## src/rtl/regwr_arbiter_if.sv

```systemverilog
// Register-bank write-port bus: requester handshake side plus the registered
// write outputs that feed the bank.
interface regwr_arbiter_if #(
  parameter int unsigned N    = 4,
  parameter int unsigned NREQ = 4,
  parameter int unsigned NREG = 8,
  parameter int unsigned AW   = 3
);
  logic [NREQ-1:0]    req;
  logic [NREQ-1:0]    lock;
  logic [NREQ*AW-1:0] addr;
  logic [NREQ*N-1:0]  data;
  logic [NREQ-1:0]    ack;
  logic               we;
  logic [AW-1:0]      waddr;
  logic [N-1:0]       wdata;
  logic [NREG-1:0]    load;
  logic               err;

  // Requesters and bank observer.
  modport master (
    output req, lock, addr, data,
    input  ack, we, waddr, wdata, load, err
  );

  // Arbiter.
  modport slave (
    input  req, lock, addr, data,
    output ack, we, waddr, wdata, load, err
  );
endinterface

```

## src/rtl/regwr_arbiter.sv

```systemverilog
// Round-robin arbiter for the single register-bank write port. One accepted
// write per cycle, optional locked bursts, registered write outputs and
// one-hot load strobes.
module regwr_arbiter #(
  parameter int unsigned N        = 4,
  parameter int unsigned NREQ     = 4,
  parameter int unsigned NREG     = 8,
  parameter int unsigned AW       = 3,
  parameter int unsigned MAXBURST = 4
) (
  input  logic           i_clk,
  input  logic           i_clr,
  regwr_arbiter_if.slave bus
);

  localparam int unsigned PW = (NREQ > 1) ? $clog2(NREQ) : 1;
  localparam int unsigned CW = $clog2(MAXBURST + 1);
  localparam logic [AW:0] NregLim = (AW + 1)'(NREG);

  typedef enum logic [0:0] {StIdle, StBurst} state_e;

  state_e          r_state, w_state_d;
  logic [PW-1:0]   r_ptr, w_ptr_d;
  logic [PW-1:0]   r_owner, w_owner_d;
  logic [CW-1:0]   r_cnt, w_cnt_d;

  logic            w_gnt_vld;
  logic [PW-1:0]   w_gnt_idx;
  logic [AW-1:0]   w_sel_addr;
  logic [N-1:0]    w_sel_data;
  logic            w_sel_lock;
  logic            w_bad_addr;
  logic [NREG-1:0] w_load_d;

  logic            r_we;
  logic [AW-1:0]   r_waddr;
  logic [N-1:0]    r_wdata;
  logic [NREG-1:0] r_load;
  logic            r_err;

  function automatic logic [PW-1:0] f_next(input logic [PW-1:0] idx);
    f_next = (idx == PW'(NREQ - 1)) ? '0 : idx + 1'b1;
  endfunction

  // Pick the granted requester: burst owner only, else first from ptr upward.
  always_comb begin
    int            idx;
    logic [PW-1:0] idx_p;
    idx       = 0;
    idx_p     = '0;
    w_gnt_vld = 1'b0;
    w_gnt_idx = '0;
    if (r_state == StBurst) begin
      w_gnt_vld = bus.req[r_owner];
      w_gnt_idx = r_owner;
    end else begin
      // Walk backwards so the closest requester to ptr is written last.
      for (int k = int'(NREQ) - 1; k >= 0; k--) begin
        idx = int'(r_ptr) + k;
        if (idx >= int'(NREQ)) idx = idx - int'(NREQ);
        idx_p = PW'(idx);
        if (bus.req[idx_p]) begin
          w_gnt_vld = 1'b1;
          w_gnt_idx = idx_p;
        end
      end
    end
  end

  // Mux the granted requester's address, data and lock.
  always_comb begin
    w_sel_addr = '0;
    w_sel_data = '0;
    w_sel_lock = 1'b0;
    for (int i = 0; i < int'(NREQ); i++) begin
      if (PW'(i) == w_gnt_idx) begin
        w_sel_addr = bus.addr[i*AW +: AW];
        w_sel_data = bus.data[i*N +: N];
        w_sel_lock = bus.lock[i];
      end
    end
    w_bad_addr = {1'b0, w_sel_addr} >= NregLim;
    // Out-of-range addresses match no bit, so the strobe stays clear.
    for (int r = 0; r < int'(NREG); r++) begin
      w_load_d[r] = (w_sel_addr == AW'(r));
    end
  end

  // Combinational one-hot acknowledge, suppressed while in reset.
  always_comb begin
    bus.ack = '0;
    if (!i_clr && w_gnt_vld) bus.ack[w_gnt_idx] = 1'b1;
  end

  // Next-state: burst entry/exit and pointer advance.
  always_comb begin
    w_state_d = r_state;
    w_ptr_d   = r_ptr;
    w_owner_d = r_owner;
    w_cnt_d   = r_cnt;
    case (r_state)
      StIdle: begin
        if (w_gnt_vld) begin
          if (w_sel_lock && (MAXBURST > 1)) begin
            // Pointer stays put until the burst ends.
            w_state_d = StBurst;
            w_owner_d = w_gnt_idx;
            w_cnt_d   = CW'(1);
          end else begin
            w_ptr_d = f_next(w_gnt_idx);
          end
        end
      end
      StBurst: begin
        if (!w_gnt_vld) begin
          w_state_d = StIdle;
          w_ptr_d   = f_next(r_owner);
          w_cnt_d   = '0;
        end else begin
          w_cnt_d = r_cnt + CW'(1);
          if (!w_sel_lock || (int'(r_cnt) + 1 >= int'(MAXBURST))) begin
            w_state_d = StIdle;
            w_ptr_d   = f_next(r_owner);
            w_cnt_d   = '0;
          end
        end
      end
      default: begin
        w_state_d = StIdle;
        w_cnt_d   = '0;
      end
    endcase
  end

  // Arbitration state registers.
  always_ff @(posedge i_clk) begin
    if (i_clr) begin
      r_state <= StIdle;
      r_ptr   <= '0;
      r_owner <= '0;
      r_cnt   <= '0;
    end else begin
      r_state <= w_state_d;
      r_ptr   <= w_ptr_d;
      r_owner <= w_owner_d;
      r_cnt   <= w_cnt_d;
    end
  end

  // Registered write port; address/data hold when nothing is accepted.
  always_ff @(posedge i_clk) begin
    if (i_clr) begin
      r_we    <= 1'b0;
      r_waddr <= '0;
      r_wdata <= '0;
      r_load  <= '0;
      r_err   <= 1'b0;
    end else if (w_gnt_vld) begin
      r_we    <= 1'b1;
      r_waddr <= w_sel_addr;
      r_wdata <= w_sel_data;
      r_load  <= w_load_d;
      r_err   <= w_bad_addr;
    end else begin
      r_we    <= 1'b0;
      r_load  <= '0;
      r_err   <= 1'b0;
    end
  end

  assign bus.we    = r_we;
  assign bus.waddr = r_waddr;
  assign bus.wdata = r_wdata;
  assign bus.load  = r_load;
  assign bus.err   = r_err;

endmodule
```

## src/flat_wrapper.sv

```systemverilog
// flat-port wrapper written by rule: the top's interface ports become plain ports
module regwr_arbiter_flat 
#(
  parameter int unsigned N        = 4,
  parameter int unsigned NREQ     = 4,
  parameter int unsigned NREG     = 8,
  parameter int unsigned AW       = 3,
  parameter int unsigned MAXBURST = 4
)
  (i_clk, i_clr, bus_req, bus_lock, bus_addr, bus_data, bus_ack, bus_we, bus_waddr, bus_wdata, bus_load, bus_err);
  regwr_arbiter_if #(.N(N), .NREQ(NREQ), .NREG(NREG), .AW(AW)) bus_i ();
  input  logic i_clk;
  input  logic i_clr;
  input wire logic [$bits(bus_i.req)-1:0] bus_req;
  input wire logic [$bits(bus_i.lock)-1:0] bus_lock;
  input wire logic [$bits(bus_i.addr)-1:0] bus_addr;
  input wire logic [$bits(bus_i.data)-1:0] bus_data;
  output wire logic [$bits(bus_i.ack)-1:0] bus_ack;
  output wire logic [$bits(bus_i.we)-1:0] bus_we;
  output wire logic [$bits(bus_i.waddr)-1:0] bus_waddr;
  output wire logic [$bits(bus_i.wdata)-1:0] bus_wdata;
  output wire logic [$bits(bus_i.load)-1:0] bus_load;
  output wire logic [$bits(bus_i.err)-1:0] bus_err;
  assign bus_i.req = bus_req;
  assign bus_i.lock = bus_lock;
  assign bus_i.addr = bus_addr;
  assign bus_i.data = bus_data;
  assign bus_ack = bus_i.ack;
  assign bus_we = bus_i.we;
  assign bus_waddr = bus_i.waddr;
  assign bus_wdata = bus_i.wdata;
  assign bus_load = bus_i.load;
  assign bus_err = bus_i.err;
  regwr_arbiter #(.N(N), .NREQ(NREQ), .NREG(NREG), .AW(AW), .MAXBURST(MAXBURST)) u_core (.i_clk(i_clk), .i_clr(i_clr), .bus(bus_i));
endmodule
```

## config.mk

```make
export PLATFORM = sky130hd
export DESIGN_NAME = regwr_arbiter_flat
export DESIGN_NICKNAME = d
export VERILOG_FILES = /design/src/rtl/regwr_arbiter_if.sv /design/src/rtl/regwr_arbiter.sv /design/src/flat_wrapper.sv
export SDC_FILE = /design/constraint.sdc
export NUM_CORES = 1
export LEC_CHECK = 0
export ABC_AREA = 1
export CORE_MARGIN = 5
export CORE_UTILIZATION = 48
export DETAILED_ROUTE_END_ITERATION = 7
export GPL_TIMING_DRIVEN = 1
export PLACE_DENSITY_LB_ADDON = 0.3
export SYNTH_ARGS = -nofsm -noshare
export SYNTH_HDL_FRONTEND = slang
export SYNTH_SLANG_ARGS = --single-unit
```

## constraint.sdc

```tcl
create_clock -name i_clk -period 5.4 [get_ports i_clk]
set_clock_uncertainty 0.1 [all_clocks]
set_input_delay 0.81 -clock i_clk [delete_from_list [all_inputs] [get_ports i_clk]]
set_output_delay 0.81 -clock i_clk [all_outputs]
set_load 0.01 [all_outputs]
```

==> summary.md <==
| Metric | Value |
|---|---|
| Yosys top cell area share | 30.6% |
| Fill count | 296 |
| Worst-path clk slew | 130 ps |
| DR vias | 1750 |
| Worst vdd ir | 426 µV |
| Synth Flop Type | dfxtp_1 |
| Initial Util | 50.6% |
| Synth top area cells | dfxtp_1, nand2_1, nand3_1, nor2_1, inv_1 |
| Die Y | 67.2 µm |
| Largest net degree at the start of global routing | 15 |
| Final WL | 4180 µm |
| Drt first pass iters | 4 |
| Clk buf depth | 2 |
| Initial antenna violation count | 0 |
| Cts bufs inserted | 3 |
| FF+latch area | 480 µm² |
| H-tree levels | 1 |
| First-iteration detailed-routing DRC count | 117 |
| First-pass GRT wire length | 6890 µm |
| Post-DR wirelength/cell | 12.0 µm |
| Pwr Total | 1.45 mW |
| Largest fanout on the critical path | 10 |
| Most used standard cell by instance count after synthesis | nand2_1 |
| Reg-to-Reg Start | u_core.r_ptr[0] |
| Hold_sp | u_core.r_cnt[2] |
| Hpwl dp | 3360 µm |
| P&R area growth vs syn | 39.7% |
| Hold Path Class | reg -> reg |
| RePlAce Congestion | 0.843 |
| Nets | 350 |
| Total global routing overflow | 0 |
| Via-to-Cell Ratio | 5.01 |
| GR Util All Layers | 19.6% |
| Clock latency on the worst-skew pair | 320 ps |
| Residual DRC | 0 |
| Arrival time worst endpoint | 3580 ps |
| Seq cells post-synth | 24 |
| Cell taking the most area after synthesis | dfxtp_1 |
| Post-synthesis cell type count | 27 |
| Final period util | 83.2% |
| Vias in the first global route | 1623 |
| RSZ-0062 raised after global routing | false |
| Layout cells sized above 1 | 6.89% |
| Crit path kind | in -> out |
| Status | complete, no violations |
| Slew Viols, Final | 0 |
| Area of the core | 0.00310 mm² |
| CTS tree | built |
| Crit path from | bus_req[3] |
| PD cells | 662 mW/mm² |
| Crit path launch type | input port |
| Die width | 67.2 µm |
| CTS Root Cell | clkbuf_4 |
| Antenna viol nets, final | 0 |
| I/O pin cnt | 59 |
| Fmax | 223 MHz |
| Top cells by count, synth | nand2_1, nor2_1, dfxtp_1, nand3_1, inv_1 |
| Syn Inst Count | 252 |
| Post-synthesis cell area | 0.00157 mm² |
| Synth Net Count | 296 |
| Die area | 0.00452 mm² |
| Setup TNS | 0 ps |
| Synth warnings | 0 |
| Clock Sinks | 24 |
| Std cell rows | 20 |
| Min cycle time layout | 4490 ps |
| Leakage | 1.03 nW |
| Critical Path RT | 4490 ps |
| EDFF count, synth | 0 |
| Setup Fix Bufs, Post-CTS | 0 |
| Final hold vios | 0 |
| Hold buffer count at cts | 0 |
| Max Cap Viol | 0 |
| Sequential-to-total area share from yosys stat | 30.6% |
| Antenna cell count | 0 |
| Ys async rst share | 0% |
| Post-CTS resize count | 0 |
| CP endpoint kind | primary output |
| Avg Synthesized Cell Area | 6.24 µm² |
| Buffers on Ports | 57 |
| Multi-input gate area | 941 µm² |
| Endpoints failing setup | 0 |
-- final cells by class --
class	count	share of cell area [%]
clock buffer	3	1.03
clock inverter	1	1.37
inverter	25	4.39
multi-input combinational	195	42.8
sequential	24	21.9
tap	44	2.51
timing repair buffer	57	26.0
-- worst max-delay path, stage by stage --
cell and delay (ps):
clkdlybuf4s50_1 490, inv_1 70, o21ai_1 190, nand2_1 120, nand3_1 120, nand3_1 90, nand3_1 130, o21ai_0 170
inv_1 120, ha_1 300, clkinv_1 260, nor2_1 150, clkdlybuf4s50_1 550
-- power breakdown --
part | switching [mW] | internal [mW]
Clock | 0.0559 | 0.0751
Combinational | 0.660 | 0.390
Sequential | 0.0397 | 0.234
Total | 0.756 | 0.699
-- registers in the layout, summed over array words and instances (netlist names) --
signal,flops
u_core.bus.wdata,4
u_core.r_ptr,2
u_core.r_cnt,3
u_core.r_owner,2
u_core.bus.we,1
u_core.r_state,1
u_core.bus.load,8
u_core.bus.waddr,3
-- cells in the final DEF (no fill, tap or decap), drive strengths merged --
master,Yosys,layout
nand2,92,92
clkdlybuf4s50,0,57
nor2,34,34
nand3,27,27
dfxtp,24,24
inv,24,24
o21ai,13,13
a21oi,12,12
ha,6,6
nor3,4,4
a22oi,4,4
clkbuf,1,3
clkinv,1,1
o22ai,1,1
nand4,1,1
conb,1,1
bufinv,0,1
-- logic make-up (layout without fill, tap and decap cells) --
kind of cell | Yosys count | count (layout) | synth area share [%]
AO/OA/AOI/OAI | 30 | 30 | 10.5
adder cells (fa/ha/maj) | 6 | 6 | 4.78
buffers and inverters | 33 | 86 | 9.55
flip-flops | 24 | 24 | 30.6
other | 1 | 1 | 0.239
AND/OR/NAND/NOR | 158 | 158 | 44.3
-- per-layer routing --
| metal | vias to the layer above | share of wire (%) | global-route usage [%] |
|---|---|---|---|
| li1 | 902 | - | - |
| met1 | 767 | 40 | 23.8 |
| met2 | 74 | 49 | 33.7 |
| met3 | 7 | 9.3 | 4.49 |
| met4 | 0 | 1.4 | 6.84 |
| met5 | - | 0 | 0 |
-- final timing paths --
kind                           to  slack, ps  cells after the start
setup reg to reg  u_core.r_ptr[0]       2020                     20
setup / recovery       bus_ack[3]        910                     13
hold reg to reg   u_core.r_cnt[2]        390                      2
hold / removal    u_core.r_cnt[2]        390                      2
-- stage by stage --
| stage | instance area (µm²) | hold WS, ps | utilization, % | setup slack (ps) | std cells |
|---|---|---|---|---|---|
| CTS | 2200 | 397 | 70.8 | 912 | 349 |
| finish | 2200 | 395 | 70.8 | 906 | 349 |
| global placement | 2140 | 356 | 69.1 | 1030 | 345 |
| detailed placement | 2140 | 377 | 69.1 | 955 | 345 |
| global route | 2200 | 429 | 70.8 | 641 | 349 |
| floorplan | 1570 | 342 | - | 2180 | 252 |
No activity file was read; power rests on OpenSTA's default activity.
